[config.mk]
export PLATFORM = sky130hd
export DESIGN_NAME = gru_hidden_state_sequencer
export DESIGN_NICKNAME = d
export VERILOG_FILES = /design/src/rtl/gru_hidden_state_sequencer.sv
export SDC_FILE = /design/constraint.sdc
export NUM_CORES = 1
export LEC_CHECK = 0
export ABC_CLOCK_PERIOD_IN_PS = 1900
export CORE_ASPECT_RATIO = 0.7
export CORE_MARGIN = 10
export CORE_UTILIZATION = 56
export DETAILED_ROUTE_END_ITERATION = 12
export PLACE_DENSITY = 0.8
export SYNTH_ARGS = -nofsm -noshare
export SYNTH_HDL_FRONTEND = slang
export SYNTH_SLANG_ARGS = --single-unit
[constraint.sdc]
create_clock -name clk -period 1.9 [get_ports clk]
set_input_delay 0.285 -clock clk [delete_from_list [all_inputs] [get_ports clk]]
set_output_delay 0.285 -clock clk [all_outputs]
set_load 0.05 [all_outputs]
[src/rtl/gru_hidden_state_sequencer.sv]
// gru_hidden_state_sequencer
//   Owns the hidden-state vector h of one GRU layer. For each timestep it
//   takes (z_t[i], n_t[i]) pairs in index order, hands each pair together
//   with h_{t-1}[i] to a single hidden-state element, writes the returned
//   h_t[i] back in place and streams it out.
//
// Ports
//   clk, rst_n           clock, asynchronous active-low reset
//   i_start              begin one timestep (IDLE only)
//   i_clear_state        zero all h entries (IDLE only, wins over i_start)
//   i_gate_valid/o_gate_ready, i_gate_z/i_gate_n   gate pair stream
//   o_elem_valid_in, o_elem_z/n/h_prev             request to element
//   i_elem_h_t, i_elem_valid_out                   element result
//   o_h_out_valid/data/idx/last                    h_t[i] output stream
//   o_busy, o_done, o_err_timeout                  status
//   i_rd_idx / o_rd_data                           combinational readback
module gru_hidden_state_sequencer #(
  parameter int DATA_WIDTH  = 16,
  parameter int FRAC_BITS   = 8,
  parameter int HIDDEN_SIZE = 8,
  parameter int TIMEOUT     = 15,
  parameter int IDX_W       = $clog2(HIDDEN_SIZE)
) (
  input  logic                  clk,
  input  logic                  rst_n,
  input  logic                  i_start,
  input  logic                  i_clear_state,
  input  logic                  i_gate_valid,
  output logic                  o_gate_ready,
  input  logic [DATA_WIDTH-1:0] i_gate_z,
  input  logic [DATA_WIDTH-1:0] i_gate_n,
  output logic                  o_elem_valid_in,
  output logic [DATA_WIDTH-1:0] o_elem_z,
  output logic [DATA_WIDTH-1:0] o_elem_n,
  output logic [DATA_WIDTH-1:0] o_elem_h_prev,
  input  logic [DATA_WIDTH-1:0] i_elem_h_t,
  input  logic                  i_elem_valid_out,
  output logic                  o_h_out_valid,
  output logic [DATA_WIDTH-1:0] o_h_out_data,
  output logic [IDX_W-1:0]      o_h_out_idx,
  output logic                  o_h_out_last,
  output logic                  o_busy,
  output logic                  o_done,
  output logic                  o_err_timeout,
  input  logic [IDX_W-1:0]      i_rd_idx,
  output logic [DATA_WIDTH-1:0] o_rd_data
);

  // Elaboration-time sanity on the parameter set.
  if (HIDDEN_SIZE < 2) begin : g_bad_size
    $error("HIDDEN_SIZE must be >= 2");
  end
  if (FRAC_BITS >= DATA_WIDTH) begin : g_bad_frac
    $error("FRAC_BITS must be < DATA_WIDTH");
  end

  localparam int CNT_W = $clog2(TIMEOUT + 1);
  localparam logic [IDX_W-1:0] LAST_IDX = IDX_W'(HIDDEN_SIZE - 1);

  typedef enum logic [2:0] {S_IDLE, S_FETCH, S_ISSUE, S_WAIT, S_DONE} state_t;

  state_t                r_state, w_state_nxt;
  logic [IDX_W-1:0]      r_idx;
  logic [CNT_W-1:0]      r_cnt;
  logic [DATA_WIDTH-1:0] r_mem [HIDDEN_SIZE];

  logic r_gate_ready, r_elem_valid_in, r_h_out_valid, r_h_out_last, r_done, r_err;
  logic [DATA_WIDTH-1:0] r_elem_z, r_elem_n, r_elem_h_prev, r_h_out_data;
  logic [IDX_W-1:0]      r_h_out_idx;

  logic w_start, w_clear, w_accept, w_wr, w_tmo, w_last;

  assign w_last = (r_idx == LAST_IDX);

  always_comb begin
    w_state_nxt = r_state;
    w_start     = 1'b0;
    w_clear     = 1'b0;
    w_accept    = 1'b0;
    w_wr        = 1'b0;
    w_tmo       = 1'b0;
    case (r_state)
      S_IDLE: begin
        if (i_clear_state) begin
          w_clear = 1'b1;              // clear wins; a coincident start is dropped
        end else if (i_start) begin
          w_start     = 1'b1;
          w_state_nxt = S_FETCH;
        end
      end
      S_FETCH: begin
        if (i_gate_valid && r_gate_ready) begin
          w_accept    = 1'b1;
          w_state_nxt = S_ISSUE;
        end
      end
      S_ISSUE: w_state_nxt = S_WAIT;
      S_WAIT: begin
        if (i_elem_valid_out) begin
          w_wr        = 1'b1;
          w_state_nxt = w_last ? S_DONE : S_FETCH;
        end else if (r_cnt == CNT_W'(TIMEOUT - 1)) begin
          // r_cnt counts WAIT cycles already spent; this is the last allowed one
          w_tmo       = 1'b1;
          w_state_nxt = S_IDLE;
        end
      end
      S_DONE:  w_state_nxt = S_IDLE;
      default: w_state_nxt = S_IDLE;
    endcase
  end

  always_ff @(posedge clk or negedge rst_n) begin
    if (!rst_n) begin
      r_state         <= S_IDLE;
      r_idx           <= '0;
      r_cnt           <= '0;
      r_gate_ready    <= 1'b0;
      r_elem_valid_in <= 1'b0;
      r_elem_z        <= '0;
      r_elem_n        <= '0;
      r_elem_h_prev   <= '0;
      r_h_out_valid   <= 1'b0;
      r_h_out_data    <= '0;
      r_h_out_idx     <= '0;
      r_h_out_last    <= 1'b0;
      r_done          <= 1'b0;
      r_err           <= 1'b0;
      for (int i = 0; i < HIDDEN_SIZE; i++) r_mem[i] <= '0;
    end else begin
      r_state <= w_state_nxt;
      // Strobes are registered off the next state so they line up with it.
      r_gate_ready    <= (w_state_nxt == S_FETCH);
      r_elem_valid_in <= (w_state_nxt == S_ISSUE);
      r_done          <= (w_state_nxt == S_DONE);
      r_h_out_valid   <= w_wr;

      if (w_start) begin
        r_idx <= '0;
        r_err <= 1'b0;
      end
      if (w_accept) begin
        r_elem_z      <= i_gate_z;
        r_elem_n      <= i_gate_n;
        r_elem_h_prev <= r_mem[r_idx];
      end
      if (r_state == S_ISSUE)     r_cnt <= '0;
      else if (r_state == S_WAIT) r_cnt <= r_cnt + 1'b1;

      if (w_wr) begin
        r_mem[r_idx] <= i_elem_h_t;
        r_h_out_data <= i_elem_h_t;
        r_h_out_idx  <= r_idx;
        r_h_out_last <= w_last;
        if (!w_last) r_idx <= r_idx + 1'b1;
      end
      if (w_tmo) r_err <= 1'b1;
      if (w_clear) begin
        for (int i = 0; i < HIDDEN_SIZE; i++) r_mem[i] <= '0;
      end
    end
  end

  assign o_gate_ready    = r_gate_ready;
  assign o_elem_valid_in = r_elem_valid_in;
  assign o_elem_z        = r_elem_z;
  assign o_elem_n        = r_elem_n;
  assign o_elem_h_prev   = r_elem_h_prev;
  assign o_h_out_valid   = r_h_out_valid;
  assign o_h_out_data    = r_h_out_data;
  assign o_h_out_idx     = r_h_out_idx;
  assign o_h_out_last    = r_h_out_last;
  assign o_done          = r_done;
  assign o_err_timeout   = r_err;
  assign o_busy          = (r_state != S_IDLE);
  assign o_rd_data       = (int'(i_rd_idx) < HIDDEN_SIZE) ? r_mem[i_rd_idx] : '0;

endmodule

==> impl_metrics.yaml <==
sta:
  fin_crit_ns: 2.16
  hold_viol: 0
  grt_setup_unrepaired: "true"
  slew_headroom_pct: 63.7
  fin_skew_ns: 0.00785
  fmax_mhz: 462
  maxSlewViolCount: 0
  worstMarginPinSlew_ns: 0.544
  setup_viol: 16
  setup_slack_ns: -0.262
  final.period_utilization_pct: 114
cells_and_area:
  final_util_pct: 71.9
  drive_gt1_share_pct: 29.3
  syn_to_final_growth_pct: 26.8
  final-seq-area_sq_mm: 0.00529
  fillers: 1471
  multi_input_area_sq_mm: 0.00576
  antennaDiodeCount: 0
  final_cells: 1536
  nets: 1309
critical_path:
  cp-end-kind: "output pin"
  cp-start-kind: "register"
  rr_worst_depth: 3
  r2r-end: "r_mem[55]"
  path_delay_family: "multiplexers"
  reg2reg_slack_ns: 0.03
  rr_startpoint: "r_idx[1]"
  critical_path_required_ns: 1.62
  critPathMaxFanout: 2
  path_class: "reg -> out"
  crit_path_cell_trace: "mux4_2 > mux2_4 > buf_6"
  critPathBufInv: 1
  cp.arrival_ns: 1.88
  cpPeakStageDelay_ns: 0.49
  slowest_stage: "mux4_2"
global_routing:
  antenna_found_initial: 0
  grt_pass1_vias: 10300
  grt_first_pass_wirelength_um: 59800
  grt_overflow: 0
  grt_start_max_net_pins: 84
  grt_use_total_pct: 27.5
detailed_routing:
  vias: 10200
  vias_per_cell: 6.63
  drtAntennaViolNets: 0
  first_pass_iters: 6
  totalWireLength_um: 38800
  drt_drc_violations_left: 0
  wl_per_cell_um: 25.3
  drtIter0Drc: 1382
min_path:
  hp-class: "in -> async"
clock_tree:
  clkSlewWorstSetupHoldPaths_ns: 0.06
  root_buffer: "clkbuf_16"
  numCtsBuffers: 21
  cts.sink_count: 211
  cts_tree: "done"
  h-tree-depth: 1
  clk_latency_ns: 0.51
  cts_max_path_buffers: 3
floorplanning:
  initial_core_util_pct: 56.7
  fp.dieW_um: 193
  die_h_um: 141
  die_area_sq_mm: 0.0273
  rows: 44
  io_pins: 147
  core_sq_mm: 0.0207
synthesis:
  synthArstFlopShare_pct: 100
  yosysMostFrequentCell: "dfrtp_1"
  synth.area.top_cells: "dfrtp_1, mux4_2, a21oi_2, nand2_1, mux2i_1"
  synthCells: 1057
  seq_area_frac_synth_pct: 45.0
  syn_area_sq_mm: 0.0117
  synth_area_leader_cell: "dfrtp_1"
  ys.warnings.count: 0
  ys_types: 63
  syn_area_per_cell_sq_um: 11.1
  ys_top_cells_by_count: "dfrtp_1, nand2_1, a21oi_2, nand4_1"
  synth_edf_count: 0
  synth_top_area_share_pct: 45.0
  synthesis.nets: 1118
  yosys_most_used_dff: "dfrtp_1"
  synth_seq_cells: 211
placement:
  dp_worst_setup_slack_ns: -0.242
  place_hpwl_um: 25400
  place_inst: 1461
  gp_congestion: 0.922
  portBuffers: 146
pwr:
  p_leak_nw: 6.42
  ir_drop_v: 0.000860
  powerDensity_mw_per_mm2: 1490
  power.total_mw: 22.2
run_status:
  failed_checks: "negative setup slack"
  run_status: "complete, but fails checks"
job:
  cap_viol_max_count: 0
## how the worst max path moves through the flow
stage / cells after the start / from / end / slack [ns]
4_1_cts: 3 / r_mem[18] / o_rd_data[2] / -0.24
2_1_floorplan: 6 / o_gate_ready / o_elem_z[10] / 0.05
6_report: 3 / r_mem[69] / o_rd_data[5] / -0.26
3_5_place_dp: 5 / i_rd_idx[1] / o_rd_data[4] / -0.24
5_1_grt: 3 / r_mem[67] / o_rd_data[3] / -0.28
3_3_place_gp: 5 / i_rd_idx[1] / o_rd_data[4] / -0.22
## power breakdown
group / switching, mW / leakage [nW] / internal [mW]
clock network: 1.78 / 0.340 / 2.55
registers: 0.953 / 2.80 / 5.69
logic: 7.49 / 3.29 / 3.72
## repair_timing
action	in CTS	in global routing
hold buffers	1	0
resized for setup	99	8
endpoints found under the hold margin	35	0
cloned	0	1
buffers inserted	29	9
pin swaps	1	0
setup endpoints to repair	79	32
## metal layers
metal | share of wire [%] | track usage (%) | wire length, um | up-vias
met3 | 14 | 8.72 | 5490 | 114
met2 | 44 | 40.2 | 17000 | 723
met1 | 40 | 38.4 | 15400 | 5047
met5 | 0 | 0 | 0 | -
li1 | - | - | - | 4293
met4 | 2.6 | 7.47 | 996 | 0
## cell usage in the layout (no fill, tap or decap), drive strengths merged, types with 2 or more instances in the layout
master and count:
a21oi 94, a22o 5, a31o 2, a31oi 3
a32oi 10, a41oi 13, and2 4, and3 2
and4 3, buf 165, bufinv 3, clkbuf 30
clkdlybuf4s50 54, clkinv 4, dfrtp 211, dlygate4sd2 62
ha 4, inv 8, mux2 55, mux2i 52
mux4 45, nand2 154, nand2b 20, nand3 37
nand3b 2, nand4 63, nand4b 2, nor2 3
nor2b 15, nor3 2, nor3b 4, o21ai 59
o22ai 3, o31ai 52, or2 2, or3 2
## per-stage QoR
| stage | setup TNS (ns) | hold slack (ns) | cell area (sq um) |
|---|---|---|---|
| floorplan | 0 | -0.0106 | 11800 |
| global placement | -6.67 | 0.207 | 13800 |
| detailed placement | -8.38 | 0.211 | 13800 |
| CTS | -3.57 | 0.279 | 14800 |
| global route | -4.15 | 0.302 | 14900 |
| finish | -3.72 | 0.284 | 14900 |
## cell families (layout without fill, tap and decap cells)
group	after synthesis	count (layout)	share of synthesized area, %
AO/OA/AOI/OAI	246	246	15.4
adder cells (fa/ha/maj)	4	4	0.426
buffers and inverters	124	327	6.50
flip-flops	211	211	45.0
multiplexers	152	152	18.3
AND/OR/NAND/NOR	320	320	14.3
## sequential cells by signal, indices dropped and copies added, names as in the netlist, 3 cells and up
register,flops
o_elem_h_prev,16
o_elem_n,16
o_elem_z,16
o_h_out_data,16
o_h_out_idx,3
r_cnt,4
r_idx,3
r_mem,128
r_state,3
## worst reg2reg max path: stages (launching register included)
cell     delay (ns)
dfrtp_2        0.60
or2_2          0.60
o31ai_1        0.42
a21oi_2        0.13
## layout make-up
type,instances,share of cell area [%]
Timing Repair Buffer,283,18.6
Clock buffer,29,3.93
Sequential cell,211,35.5
Multi-Input combinational cell,722,38.7
Inverter,9,0.269
Tap cell,276,2.32
Clock inverter,6,0.706
Note: power is estimated with default switching activity, not from simulation.
==> RTL edit 1, RTL diff (config.mk and constraints unchanged) <==
Compare `r_cnt` against `CNT_W'(TIMEOUT - 1)` with >= in place of ==.
--- a/src/rtl/gru_hidden_state_sequencer.sv
+++ b/src/rtl/gru_hidden_state_sequencer.sv
@@ -99,7 +99,7 @@
         if (i_elem_valid_out) begin
           w_wr        = 1'b1;
           w_state_nxt = w_last ? S_DONE : S_FETCH;
-        end else if (r_cnt == CNT_W'(TIMEOUT - 1)) begin
+        end else if (r_cnt >= CNT_W'(TIMEOUT - 1)) begin
           // r_cnt counts WAIT cycles already spent; this is the last allowed one
           w_tmo       = 1'b1;
           w_state_nxt = S_IDLE;
Check against the original RTL: same outputs for any inputs over 10 cycles, from zero or initial values and one cycle with rst_n low; that may be too few to reach the edited logic, so the function may still have changed.
==> RTL edit 1 against the original RTL <==
Combinational power shrank 18%. Largest cell class is now flip-flops and latches. The run still ends with setup timing left. Sequential cell count is the same. Final area shrank 5.9%. Fmax grew 0.95%. Total power shrank 11%. First-iteration DRC count grew 6.4%. Synthesized area shrank 12%. Routed wire length shrank 11%. Count of clock-buffer cells in the layout is the same. Die area shrank 10%. Largest power group unchanged. Sequential share of layout area grew 2.2 points. Worst setup slack gained 20 ps.
==> RTL edit 1: results (changes against the original RTL) <==
DP HPWL 22,500 µm (-11%); # setup viols final 16 (unchanged); origin of the worst setup path r_mem[78]; Place WS -256 ps (-13.6 ps); RR Endpoint r_mem[71]; Port Buffers 146 (unchanged); DRT Pass-1 Iters 5 (-1); number of global-route vias before repair 9,482 (-8.3%); violated checks setup timing; setup TNS -3320 ps (+401 ps); share of layout cells above drive strength 1 25.3% (-3.9 points); ranking of synthesized cells by area dfrtp_1 (51%), nand2_1 (11%), mux4_2 (6.9%), mux2_2 (6.1%), a21oi_1 (3.8%); GRT Total Usage 27.2% (-0.25 points); DR iter-0 viols 1,470 (+6.4%); maximum vdd drop 1.40 mV (+63%); Lkg Pwr 0.00650 µW (+1.2%); Synth cell types 47 (-25%); Critical Path End o_rd_data[14]; via count 9,567 (-6.0%); post-synthesis cell count 1,043 (-1.3%); Worst-Margin Slew 535 ps (-8.83 ps); Seq/Total Area, Yosys 50.9% (+5.9 points); Routed wire per std cell 22.5 µm (-11%); GP Congestion 0.963 (+4.4%); fin worst setup slack -242 ps (+20.3 ps); DP Cell Count 1,418 (-2.9%); first-pass GRT wire length 53,300 µm (-11%); R2R cell count 6 (+3); largest net degree at the start of global routing 63 (-25%); crit path DAT 1860 ps (-20 ps); outcome finished with violations; FILL cells 1,178 (-20%)
==> RTL edit 1: cell count changes after synthesis, sizes merged, moves of 15 or more <==
cell | before | now
mux2i | 52 | 26
nand4 | 63 | 0
nor2 | 3 | 24
o31ai | 52 | 5
nand2b | 20 | 5
nand2 | 154 | 306
a21oi | 94 | 79
buf | 72 | 52
==> RTL edit 1: layout make-up <==
type	count	area share [%]
repair buffers	324	21.8
inverters	11	0.304
multi-input cells	724	33.4
clock inverters	7	0.652
well taps	236	2.11
flip-flops and latches	211	37.7
clock buffers	29	4.04
==> RTL edit 1: where the power goes <==
group / internal (µW) / total [µW] / switching, µW
Combinational: 3190 / 9190 / 5990
Clock: 2360 / 4130 / 1780
Sequential: 5600 / 6360 / 760
Total: 11200 / 19700 / 8530
==> RTL edit 1: cells by family after synthesis <==
group | synth area share (%)
AO/OA/AOI/OAI | 11.8
multiplexers | 15.5
AND/OR/NAND/NOR | 16.3
flip-flops | 50.9
adder cells (fa/ha/maj) | 0.482
buffers and inverters | 4.96
==> RTL edit 1: per-layer routing <==
layer	up-vias	track usage, %	routed length (µm)
li1	4113	-	-
met2	721	40.5	15300
met5	-	0	0
met3	129	9.27	4720
met4	0	9.28	1180
met1	4604	36.4	13500
==> RTL edit 1: worst min-delay path by stage <==
stage                      from  slack (ps)          endpoint
after CTS                 rst_n         310          r_cnt[3]
after global placement    rst_n         280          r_cnt[2]
after global routing      rst_n         350  o_elem_h_prev[4]
final                     rst_n         290          r_cnt[3]
after detailed placement  rst_n         280          r_cnt[3]
after floorplan           rst_n         -10            o_done
==> RTL edit 1: per-stage QoR <==
step                cell area, µm²  utilization (%)
finish                       14000             77.4
global route                 14000             77.4
CTS                          13900             76.5
detailed placement           12500             69.2
global placement             12500             69.2
floorplan                    10400                -
==> RTL edit 1: worst max-delay path, stage by stage, from the launching register on <==
cell and delay [ps]:
dfrtp_1 420, mux4_2 480, mux2_4 300, buf_8 150
==> RTL edit 1: repair_timing <==
item	4_1_cts	5_1_grt
setup endpoints to repair	90	48
hold buffers	1	0
setup buffers	71	15
pin swaps	0	1
endpoints found under the hold margin	47	0
gates resized for setup	121	9
gates cloned	1	0
==> RTL edit 2, RTL diff (same flow settings) <==
Without the edit above. Change the parameter `HIDDEN_SIZE` from 8 to 16.
--- a/src/rtl/gru_hidden_state_sequencer.sv
+++ b/src/rtl/gru_hidden_state_sequencer.sv
@@ -17,7 +17,7 @@
 module gru_hidden_state_sequencer #(
   parameter int DATA_WIDTH  = 16,
   parameter int FRAC_BITS   = 8,
-  parameter int HIDDEN_SIZE = 8,
+  parameter int HIDDEN_SIZE = 16,
   parameter int TIMEOUT     = 15,
   parameter int IDX_W       = $clog2(HIDDEN_SIZE)
 ) (
Interface: changed (resized i_rd_idx and o_h_out_idx); port bits go from 147 to 149. No check against the original RTL was run, so the function may have changed too.
==> RTL edit 2 against the original RTL <==
The run still ends with setup timing left. Routed wire length up 72%. First-iteration DRC count rose by 73%. Highest routed layer unchanged. Synthesized area is 43% higher. Via count up 47%. Final area up 51%. Total power rose by 29%. Die area increased by 37%. Critical path type unchanged. Largest power group unchanged. Largest cell class is now flip-flops and latches. Worst setup slack worse by 470 ps. Sequential cell count is 130 higher. Critical endpoint is now o_rd_data[12].
==> RTL edit 2: results (changes against the original RTL) <==
GRT Total Usage 33.1% (+5.7 points); R2R cell count 7 (+4); nets 1,615 (+23%); top cells by count, synth dfrtp_1 (341), o2bb2ai_1 (224), nand2_1 (199); number of global-route vias before repair 14,600 (+41%); Num CTS Buffers 35 (+67%); post-synthesis cell count 1,225 (+16%); Port Buffers 148 (+1.4%); fin worst setup slack -737 ps (-475 ps); crit path DAT 2350 ps (+470 ps); first-pass GRT wire length 92,600 µm (+55%); Post-Layout Cell Count 1,952 (+27%); CTS H-tree depth 2 (+1); Lkg Pwr 0.0100 µW (+56%); DP Cell Count 1,843 (+26%); Synth Net Count 1,289 (+15%); Synth cell types 53 (-16%); share of layout cells above drive strength 1 37.6% (+8.3 points); outcome finished with violations; DP HPWL 36,500 µm (+44%); Slew Limit Headroom 58.4% (-5.3 points); # setup viols final 79 (+63); Hold Crit Class in -> reg; ranking of synthesized cells by area dfrtp_1 (51%), mux4_2 (19%), o2bb2ai_1 (12%), nand2_1 (4.5%), a32o_1 (1.9%); GP Congestion 0.937 (+1.6%); violated checks setup timing
==> RTL edit 2: cell types whose count changed after synthesis, sizes merged, moves of 51 or more <==
cell	unedited run	this run
mux2	55	1
nand2	154	209
dfrtp	211	341
a21oi	94	2
nand4	63	0
mux4	45	144
o21ai	59	8
o2bb2ai	0	224
==> RTL edit 2: critical path, cell delays in order (launching register included) <==
cell     delay (ps)
dfrtp_1         510
mux4_2          580
mux4_2          550
buf_6           180
==> RTL edit 2: routing by layer <==
layer  part of all wire (%)  global-route usage (%)
met1                     33                    41.6
met3                     18                    15.5
met2                     41                    47.4
met4                    7.1                    16.9
met5                      0                    1.07
==> RTL edit 2: report_power, final <==
group / switching, µW / internal (µW) / total, µW
registers: 859 / 8290 / 9150
clock network: 3020 / 3850 / 6870
logic: 8060 / 4610 / 12700
total: 11900 / 16800 / 28700
==> RTL edit 2: final cells by class <==
type / instances / area [µm²]
inverters: 9 / 41.3
clock inverters: 14 / 115
repair buffers: 411 / 4410
well taps: 378 / 473
multi-input cells: 753 / 7900
clock buffers: 45 / 996
fillers: 1520 / 6740
flip-flops and latches: 341 / 8540
diodes: 1 / 2.50
==> RTL edit 2: logic make-up (layout without fill, tap and decap cells) <==
kind of cell | Yosys count | after routing | share of synthesized area [%]
buffers and inverters | 131 | 479 | 4.42
AOI/OAI and AO/OA | 306 | 306 | 16.8
other | 0 | 1 | 0
DFF | 341 | 341 | 50.9
and+or+nand+nor | 289 | 289 | 7.66
adders and majority gates | 6 | 6 | 0.447
muxes | 152 | 152 | 19.8
==> RTL edit 2: final timing paths <==
path                            startpoint              end
setup / recovery                 r_mem[28]    o_rd_data[12]
hold / removal                i_gate_z[11]     o_elem_z[11]
setup reg to reg                  r_idx[0]       r_mem[200]
hold reg to reg            o_h_out_data[6]  o_h_out_data[6]
max in group asynchronous            rst_n       r_mem[246]
min in group asynchronous            rst_n       r_mem[159]
==> RTL edit 2: what timing repair did <==
item                                    CTS  global route
endpoints found under the setup margin  202           150
gates cloned                              3             8
hold buffers                              1             0
pin swaps                                12            14
gates resized for setup                  99            72
buffers inserted                         21            17
hold endpoints to repair                 50             0
==> RTL edit 2: through the flow <==
| step | setup WS (ps) | area [µm²] | total power [µW] | hold slack, ps |
|---|---|---|---|---|
| 4_1_cts | -572 | 21800 | 27300 | 282 |
| 2_1_floorplan | -70.2 | 16900 | 15800 | -10.6 |
| 3_3_place_gp | -367 | 20300 | 20200 | 300 |
| 5_1_grt | -724 | 22500 | 29400 | 302 |
| 6_report | -737 | 22500 | 28700 | 293 |
| 3_5_place_dp | -370 | 20300 | 20500 | 302 |
